<file path="src/rtl/circuit5_hlsm_if.sv">
// rtl/circuit5_hlsm_if.sv - start/operand/result bundle for circuit5_hlsm
//
// Carries everything except clock and reset between a requester and
// circuit5_hlsm.
//   Start    requester -> block   begin an operation (honoured only when idle)
//   a, b, c  requester -> block   unsigned operands, DATAWIDTH bits each
//   Busy     block -> requester   high whenever an operation is in progress
//   Done     block -> requester   one-cycle completion pulse
//   x, z     block -> requester   OUTWIDTH-bit results, held between operations
//
// The master modport is the requester side; the slave modport is the block.

interface circuit5_hlsm_if #(
  parameter int DATAWIDTH = 64,
  parameter int OUTWIDTH  = 32
);

  logic                 Start;
  logic [DATAWIDTH-1:0] a;
  logic [DATAWIDTH-1:0] b;
  logic [DATAWIDTH-1:0] c;
  logic                 Busy;
  logic                 Done;
  logic [OUTWIDTH-1:0]  x;
  logic [OUTWIDTH-1:0]  z;

  modport master (
    output Start,
    output a,
    output b,
    output c,
    input  Busy,
    input  Done,
    input  x,
    input  z
  );

  modport slave (
    input  Start,
    input  a,
    input  b,
    input  c,
    output Busy,
    output Done,
    output x,
    output z
  );

endinterface

</file>
<file path="src/rtl/circuit5_hlsm.sv">
// rtl/circuit5_hlsm.sv - multi-cycle add/compare/select/shift datapath with start/done control
//
// Computes, modulo 2^DATAWIDTH on latched operands a, b, c:
//   d = a + b, e = a + c, f = a - b
//   dLTe = (d < e), dEQe = (d == e)
//   g = dLTe ? d : e, h = dEQe ? g : f
//   x = low OUTWIDTH bits of (h << dLTe), z = low OUTWIDTH bits of (g >> dEQe)
//
// Ports:
//   Clk  input   single clock, rising edge
//   Rst  input   synchronous active-high reset
//   bus  slave   circuit5_hlsm_if: Start, a, b, c in; Busy, Done, x, z out
//
// Build option:
//   C5_PARALLEL_ALU_EN  undefined: one shared add/sub unit produces d, e, f in
//                       three consecutive states (Done in the cycle after the
//                       6th edge following the accepting edge).
//                       defined: three add/sub units produce d, e, f together
//                       in ADD_D, which goes straight to CMP (Done in the
//                       cycle after the 4th edge). Results are identical.
//
// Parameters: DATAWIDTH (operand/intermediate width), OUTWIDTH (result
// width, expected <= DATAWIDTH). Interface parameters must match.

module circuit5_hlsm #(
  parameter int DATAWIDTH = 64,
  parameter int OUTWIDTH  = 32
) (
  input  logic           Clk,
  input  logic           Rst,
  circuit5_hlsm_if.slave bus
);

  // State encoding kept as plain constants so the codes stay stable for
  // anything that decodes them externally (debug probes, older benches).
  localparam logic [2:0] ST_WAIT  = 3'd0;
  localparam logic [2:0] ST_ADD_D = 3'd1;
  localparam logic [2:0] ST_ADD_E = 3'd2;
  localparam logic [2:0] ST_SUB_F = 3'd3;
  localparam logic [2:0] ST_CMP   = 3'd4;
  localparam logic [2:0] ST_SEL   = 3'd5;
  localparam logic [2:0] ST_SHIFT = 3'd6;
  localparam logic [2:0] ST_DONE  = 3'd7;

  logic [2:0]           state;
  logic [2:0]           state_nxt;

  // Operand latches: the operation in flight never looks at bus.a/b/c again.
  logic [DATAWIDTH-1:0] a_r;
  logic [DATAWIDTH-1:0] b_r;
  logic [DATAWIDTH-1:0] c_r;

  // Intermediates, one register each.
  logic [DATAWIDTH-1:0] d;
  logic [DATAWIDTH-1:0] e;
  logic [DATAWIDTH-1:0] f;
  logic                 dlte;
  logic                 deqe;
  logic [DATAWIDTH-1:0] g;
  logic [DATAWIDTH-1:0] h;

  // Output registers.
  logic                 busy_r;
  logic                 done_r;
  logic [OUTWIDTH-1:0]  x_r;
  logic [OUTWIDTH-1:0]  z_r;

  // Full-width shifted values; only the low OUTWIDTH bits are kept, so bits
  // shifted past the top of h and the upper bits of both are discarded.
  logic [DATAWIDTH-1:0] h_shl;
  logic [DATAWIDTH-1:0] g_shr;

  assign bus.Busy = busy_r;
  assign bus.Done = done_r;
  assign bus.x    = x_r;
  assign bus.z    = z_r;

  // ---------------------------------------------------------------------
  // Arithmetic resources
  // ---------------------------------------------------------------------
`ifdef C5_PARALLEL_ALU_EN
  logic [DATAWIDTH-1:0] sum_ab;
  logic [DATAWIDTH-1:0] sum_ac;
  logic [DATAWIDTH-1:0] dif_ab;

  always_comb begin
    sum_ab = a_r + b_r;
    sum_ac = a_r + c_r;
    dif_ab = a_r - b_r;
  end
`else
  // Single adder reused for all three results. Subtraction is done as
  // a + ~b + 1, so the operand mux and carry-in are the only extra logic.
  logic                 alu_sub;
  logic [DATAWIDTH-1:0] alu_b;
  logic [DATAWIDTH-1:0] alu_y;

  always_comb begin
    alu_sub = (state == ST_SUB_F);
    alu_b   = (state == ST_ADD_E) ? c_r : b_r;
    alu_y   = a_r + (alu_sub ? ~alu_b : alu_b)
                  + {{(DATAWIDTH-1){1'b0}}, alu_sub};
  end
`endif

  always_comb begin
    h_shl = dlte ? {h[DATAWIDTH-2:0], 1'b0} : h;
    g_shr = deqe ? {1'b0, g[DATAWIDTH-1:1]} : g;
  end

  // ---------------------------------------------------------------------
  // Next-state logic
  // ---------------------------------------------------------------------
  always_comb begin
    state_nxt = state;
    case (state)
      ST_WAIT:  state_nxt = bus.Start ? ST_ADD_D : ST_WAIT;
`ifdef C5_PARALLEL_ALU_EN
      ST_ADD_D: state_nxt = ST_CMP;
`else
      ST_ADD_D: state_nxt = ST_ADD_E;
`endif
      // ADD_E and SUB_F are unreachable in the parallel build; their arcs
      // are kept so a corrupted state still drains back to WAIT.
      ST_ADD_E: state_nxt = ST_SUB_F;
      ST_SUB_F: state_nxt = ST_CMP;
      ST_CMP:   state_nxt = ST_SEL;
      ST_SEL:   state_nxt = ST_SHIFT;
      ST_SHIFT: state_nxt = ST_DONE;
      ST_DONE:  state_nxt = ST_WAIT;
      default:  state_nxt = ST_WAIT;
    endcase
  end

  // ---------------------------------------------------------------------
  // State, datapath and output registers
  // ---------------------------------------------------------------------
  always_ff @(posedge Clk) begin
    if (Rst) begin
      state  <= ST_WAIT;
      a_r    <= '0;
      b_r    <= '0;
      c_r    <= '0;
      d      <= '0;
      e      <= '0;
      f      <= '0;
      dlte   <= 1'b0;
      deqe   <= 1'b0;
      g      <= '0;
      h      <= '0;
      busy_r <= 1'b0;
      done_r <= 1'b0;
      x_r    <= '0;
      z_r    <= '0;
    end else begin
      state  <= state_nxt;
      // Busy/Done are decoded from the state being entered so they line up
      // with the state register instead of lagging it by a cycle.
      busy_r <= (state_nxt != ST_WAIT);
      done_r <= (state_nxt == ST_DONE);

      case (state)
        ST_WAIT: begin
          if (bus.Start) begin
            a_r <= bus.a;
            b_r <= bus.b;
            c_r <= bus.c;
          end
        end
`ifdef C5_PARALLEL_ALU_EN
        ST_ADD_D: begin
          d <= sum_ab;
          e <= sum_ac;
          f <= dif_ab;
        end
`else
        ST_ADD_D: d <= alu_y;
        ST_ADD_E: e <= alu_y;
        ST_SUB_F: f <= alu_y;
`endif
        ST_CMP: begin
          dlte <= (d < e);
          deqe <= (d == e);
        end
        ST_SEL: begin
          // h takes the value g is being loaded with, not g's old contents.
          g <= dlte ? d : e;
          if (deqe) begin
            h <= dlte ? d : e;
          end else begin
            h <= f;
          end
        end
        ST_SHIFT: begin
          x_r <= h_shl[OUTWIDTH-1:0];
          z_r <= g_shr[OUTWIDTH-1:0];
        end
        default: ;
      endcase
    end
  end

endmodule
</file>
<file path="src/flat_wrapper.sv">
// flat-port wrapper written by rule: the top's interface ports become plain ports
module circuit5_hlsm_flat 
#(
  parameter int DATAWIDTH = 64,
  parameter int OUTWIDTH  = 32
)
  (Clk, Rst, bus_Start, bus_a, bus_b, bus_c, bus_Busy, bus_Done, bus_x, bus_z);
  circuit5_hlsm_if #(.DATAWIDTH(DATAWIDTH), .OUTWIDTH(OUTWIDTH)) bus_i ();
  input  logic Clk;
  input  logic Rst;
  input wire logic [$bits(bus_i.Start)-1:0] bus_Start;
  input wire logic [$bits(bus_i.a)-1:0] bus_a;
  input wire logic [$bits(bus_i.b)-1:0] bus_b;
  input wire logic [$bits(bus_i.c)-1:0] bus_c;
  output wire logic [$bits(bus_i.Busy)-1:0] bus_Busy;
  output wire logic [$bits(bus_i.Done)-1:0] bus_Done;
  output wire logic [$bits(bus_i.x)-1:0] bus_x;
  output wire logic [$bits(bus_i.z)-1:0] bus_z;
  assign bus_i.Start = bus_Start;
  assign bus_i.a = bus_a;
  assign bus_i.b = bus_b;
  assign bus_i.c = bus_c;
  assign bus_Busy = bus_i.Busy;
  assign bus_Done = bus_i.Done;
  assign bus_x = bus_i.x;
  assign bus_z = bus_i.z;
  circuit5_hlsm #(.DATAWIDTH(DATAWIDTH), .OUTWIDTH(OUTWIDTH)) u_core (.Clk(Clk), .Rst(Rst), .bus(bus_i));
endmodule
</file>
<file path="config.mk">
export PLATFORM = sky130hd
export DESIGN_NAME = circuit5_hlsm_flat
export DESIGN_NICKNAME = d
export VERILOG_FILES = /design/src/rtl/circuit5_hlsm_if.sv /design/src/rtl/circuit5_hlsm.sv /design/src/flat_wrapper.sv
export SDC_FILE = /design/constraint.sdc
export NUM_CORES = 1
export LEC_CHECK = 0
export ABC_AREA = 1
export BUFFER_PORTS_ARGS = -buffer_cell sky130_fd_sc_hd__buf_2
export CORE_MARGIN = 4
export CORE_UTILIZATION = 30
export DETAILED_ROUTE_END_ITERATION = 8
export MAX_ROUTING_LAYER = met4
export PLACE_DENSITY_LB_ADDON = 0.12
export SYNTH_ARGS = -nofsm -noshare
export SYNTH_HDL_FRONTEND = slang
export SYNTH_SLANG_ARGS = --single-unit
export TNS_END_PERCENT = 5
</file>
<file path="constraint.sdc">
create_clock -name Clk -period 3.2 [get_ports Clk]
set_clock_uncertainty 0.2 [all_clocks]
set_input_delay 0.16 -clock Clk [delete_from_list [all_inputs] [get_ports Clk]]
set_output_delay 0.16 -clock Clk [all_outputs]
set_load 0.03 [all_outputs]
</file>
==> After elaboration in Yosys (flattened, before gate mapping) <==
Cells that the tools add are included.
{ "word_totals": {"regBits": 488, "inputBits": 195, "elab_cells": 39} }
{ "classes": {"addsub": 2, "n_lt_le_gt_ge": 1, "n_eq_ne": 9, "n_mux": 8, "n_bitwise": 1, "n_reduce_logical": 3} }
{ "op_table": {"columns": ["cell", "count"], "rows": [
  ["$mux 64", 2],
  ["$mux 32", 3],
  ["$add 64x1->64", 1],
  ["$add 64x64->64", 1],
  ["$eq 64x64->1", 1],
  ["$lt 64x64->1", 1],
  ["$not 64->64", 1],
  ["$mux 33", 1],
  ["$pmux 3 s8", 1],
  ["$eq 3x3->1 const B", 5],
  ["$eq 3x2->1 const B", 2],
  ["$eq 3x1->1 const B", 1],
  ["$logic_not 3->1", 1],
  ["$reduce_bool 3->1", 1],
  ["$reduce_and 2->1", 1],
  ["$mux 1", 1]
]} }

==> Longest topological paths before layout <==
{ "depth": {"depth_word": 6, "mapped_depth": 24, "mapped_depth_nobuf": 23} }

==> Least setup slack after synthesis <==
No wires, ideal clock.
{ "synth_timing": {"kind": "flip-flop to flip-flop", "from": "reg u_core.state[0]", "to": "reg u_core.e[58]", "setup_time_ns": 0.109, "t_arrival_ns": 2.949, "setup_slack_ns": -0.058, "stages_incl_launch_ff": 23, "path_buffers": 2, "period_less_slack_ns": 3.258, "path_cell_list": "dfxtp_1 inv_2 nand3_2 buf_2 buf_2 mux2i_1 xor2_1 fa_1 nand3_1 nand2_1 nand2_1 nand2_1 a21o_1 nand2_1 nand2_1 nand3_1 nand2_1 nand3_1 nand2_1 nand2_1 nand3_1 nand2_1 inv_1"} }
{ "synth_via": {"elab_chain_len": 6, "word_cells_on_any_way": 7, "cone_classes": "add/sub: 2; eq/ne: 2; mux: 2; bitwise: 1"} }
{ "synth_lines": {"columns": ["element", "line", "text"], "rows": [
  ["from (decl)", "circuit5_hlsm.sv:45", "logic [2:0] state;"],
  ["from (signal assigned)", "circuit5_hlsm.sv:156", "state <= state_nxt;"],
  ["$eq 3x2->1", "circuit5_hlsm.sv:100, circuit5_hlsm.sv:162", null],
  ["$mux 64", "circuit5_hlsm.sv:100", "alu_b = (state == ST_ADD_E) ? c_r : b_r;"],
  ["$not 64->64", "circuit5_hlsm.sv:101", "alu_y = a_r + (alu_sub ? ~alu_b : alu_b)"],
  ["$mux 64", "circuit5_hlsm.sv:101", null],
  ["$add 64x64->64", "circuit5_hlsm.sv:101", null],
  ["$add 64x1->64", "circuit5_hlsm.sv:102", "+ {{(DATAWIDTH-1){1'b0}}, alu_sub};"],
  ["to (signal assigned)", "circuit5_hlsm.sv:178", "ST_ADD_E: e <= alu_y;"],
  ["to (decl)", "circuit5_hlsm.sv:55", "logic [DATAWIDTH-1:0] e;"]
]} }
Parallel ways exist; a longest one is shown, timed or not.
A chain may end at the register's enable or synchronous reset.

==> Worst setup path in the final report <==
{ "layout_timing": {"from": "reg u_core.state[0]", "to": "reg u_core.e[60]"} }
The elaborated chain is that of the path after synthesis.

==> metrics.txt <==
status complete, but fails checks; failing checks negative setup slack; Slew @ Worst Pin 0.7829 ns; Min-Delay Path Class primary input to flop; crit start category flop; number of global-route vias before repair 25,434; Placed Instances 5,320; grt ovf 0; root buffer cell clkbuf_16; Top FF cell, synth dfxtp_1; Synth Register Bits 488; Max-Slew Margin vs Limit 0.4780; Num CTS Buffers 57; CP Capture Type flop; count of cell types in the netlist 54; Post-DP HPWL 66,590 um; Max Root-Sink Buffers 3; mux share of post-synthesis cell area 0.02407; htree depth 2; I/O pin count 261; core box area 0.08675 mm2; Worst EP required 3.52 ns; DIE HEIGHT 303.5 um; max_cap viols 0; Setup CP Type flop to flop; Static Leak approximately 0.017 uW; crit-path cells inv_2, nand3_4, buf_12, buf_12, buf_4, mux2i_2, xor2_1, ha_2, a21oi_2, o21ai_0, buf_4, a21oi_1, inv_2, a21oi_2, nor2_1, nor2_1, nand2_2, nand2_2, nand3_1, nand2_1, inv_1; share of the synthesized area in the top cell type 0.3729; pwr dens 526.9 mW/mm2; Slew Viols, Final 0; initial cell density of the core 0.3020; Placement Rows 108; CP Max Fanout 7; largest net degree at the start of global routing 128; Max Freq 284.3 MHz; ant diodes 0; Routed Antenna Nets 0; Hold Fails Final Rpt 0; vias per cell 4.590; clock slew at reported path FFs 0.06 ns; fin cells 5,655; Clock Latency Late Sink around 0.67 ns; Synth area leader dfxtp_1; die width 303.5 um; Critical Path AT 3.83 ns; # DRC 0; Synth area leaders dfxtp_1 (37%), nor2_1 (10%), o21ai_0 (8.8%); Placer Congestion 0.8812; simple logic cell fraction of the synthesized area 0.2273; RSZ-0062 raised after global routing yes; Synth Area in Compound Gates 0.1859; P&R area growth vs syn 40.11%; first-pass GRT wire length around 140,000 um; Final nets about 4,800; Post-Synthesis Cells 3,777; Core Util, Final 0.4231; TritonCTS clock tree yes; clock sink count 488; final worst-path cycle share 1.099; Final setup viols 105; gr usage total 0.2014; Synth Area in XOR/XNOR 0.03329; Worst R2R Setup Slack -0.32 ns; fin crit period 3.518 ns; post-route setup TNS -16.51 ns; worst vdd ir 476.5 uV; vias post-DR approximately 26,000; layout cell share with drive strength beyond 1 0.2407; Synth Area in Adders 0.06332; IO Port Bufs 260; initial antenna violation count 0; post-synthesis cell area between 0.02 and 0.03 mm2; Seq/Total Area, Yosys 0.3729; CP max stage delay 0.33 ns; initial drt markers 1,468; die area 0.09212 mm2; drt total wl 92,030 um; Synth Area per Inst about 7 um2; FILL cells approximately 9,000; Post-synth EDFFs 0; CP max-delay cell dfxtp_2; Pre-antenna DRT Iters 7; Final Worst Setup Slack -0.3180 ns; syn_nets 4,104; drt wl/cell 16.27 um; Yosys warning total 0; fraction of registers with async set/reset 0; largest family of logic cells by synthesized area simple AND/OR/NAND/NOR gates
==> registers in the layout (all words and copies together) (netlist names), 3 cells and up <==
signal and cells:
u_core.a_r 64, u_core.b_r 64, u_core.bus.x 32, u_core.bus.z 32
u_core.c_r 64, u_core.d 64, u_core.e 64, u_core.f 32
u_core.g 33, u_core.h 32, u_core.state 3
==> repair_timing <==
action | CTS | global route
endpoints found under the setup margin | 122 | 141
hold buffers | 194 | 0
pin swaps | 63 | 55
setup buffers | 25 | 11
gates cloned | 3 | 0
hold endpoints to repair | 229 | 0
gates resized for setup | 231 | 192
==> worst paths after layout <==
| path | startpoint | endpoint | depth (start not counted) |
|---|---|---|---|
| worst min register to register | u_core.g[0] | u_core.g[0] | 2 |
| worst min-delay path | bus_b[26] | u_core.b_r[26] | 4 |
| worst max register to register | u_core.state[0] | u_core.e[60] | 21 |
| worst max-delay path | u_core.state[0] | u_core.e[60] | 21 |
==> stage by stage <==
step / worst slack, ns / hold slack [ns] / cell area, um2 / power [uW]
after floorplan: -0.02216 / 0.09490 / 26200 / 9495
after global placement: -0.6158 / 0.1856 / 30940 / 11750
after detailed placement: -0.5719 / 0.1880 / 30940 / 11730
after CTS: -0.2952 / 0.03056 / 36010 / 19330
after global routing: -0.5054 / 0.06592 / 36710 / 20440
final: -0.3180 / 0.07002 / 36710 / 19340
==> cell families (layout without fill, tap and decap cells) <==
logic type | Yosys count | count (layout)
mux | 63 | 63
simple gates | 1452 | 1452
fa+ha+maj | 132 | 132
xor+xnor | 97 | 97
flops | 488 | 488
buf+inv | 645 | 1368
compound gates | 900 | 900
==> cells in the mapped netlist, types with 3 or more instances <==
cell type,instances
nor3_1,25
inv_1,430
nand3_2,6
nand2_1,476
buf_1,15
nand3_1,170
ha_1,131
a21oi_1,308
o21bai_1,13
a21boi_0,4
nand4_1,19
clkbuf_1,172
nand2_2,16
o21a_1,10
dfxtp_1,488
o21ai_1,13
xor2_1,85
nand2_4,7
o211ai_1,12
or2_1,6
a221oi_1,34
inv_2,8
nor2_1,711
a31oi_1,15
xnor2_1,9
nand3b_1,5
mux2i_1,63
a21o_1,14
nor4_1,3
buf_2,18
a211oi_1,3
o21ai_0,459
==> layer usage <==
| layer | wire (um) | vias to the layer above | track usage | share of wire |
|---|---|---|---|---|
| li1 | - | 13647 | - | - |
| met1 | 47300 | 11788 | 0.2902 | 0.51 |
| met2 | 39450 | 412 | 0.3024 | 0.43 |
| met3 | 3211 | 110 | 0.02361 | 0.035 |
| met4 | 2056 | 0 | 0.04497 | 0.022 |
| met5 | 0 | - | - | 0 |
==> cells in the final DEF (no fill, tap or decap), types with 73 or more instances in the layout <==
master / count
xor2_1: 73
nor2_1: 651
nand2_1: 428
o21ai_0: 398
ha_1: 118
buf_2: 259
dfxtp_1: 483
buf_4: 337
inv_1: 414
dlygate4sd3_1: 194
nand3_1: 154
a21oi_1: 254
==> critical path: cells and delay by family, from the launching register on <==
family / cells / cell delay [ns]
adder cells (fa/ha/maj): 1 / 0.33
AND/OR/NAND/NOR: 7 / 0.71
XOR/XNOR: 1 / 0.18
AO/OA/AOI/OAI: 4 / 0.59
flip-flops: 1 / 0.33
buffers and inverters: 7 / 0.79
multiplexers: 1 / 0.21
==> report_power, final <==
part	internal (uW)	switching, uW	total (uW)	leakage, uW
clock	4140	2800	6930	0.000994
combinational	2380	3180	5560	0.0117
sequential	6560	294	6850	0.00400
total	13100	6270	19300	0.0167
==> area by class of cell <==
type / instances / area (um2) / share of cell area
clock buffer: 78 / 1625 / 0.04428
clock inverter: 26 / 396.6 / 0.01081
inverter: 440 / 1662 / 0.04527
multi-input combinational: 2644 / 15420 / 0.4201
sequential: 488 / 9778 / 0.2664
tap: 1155 / 1445 / 0.03937
timing repair buffer: 824 / 6379 / 0.1738
No activity file was read; power rests on OpenSTA's default activity.
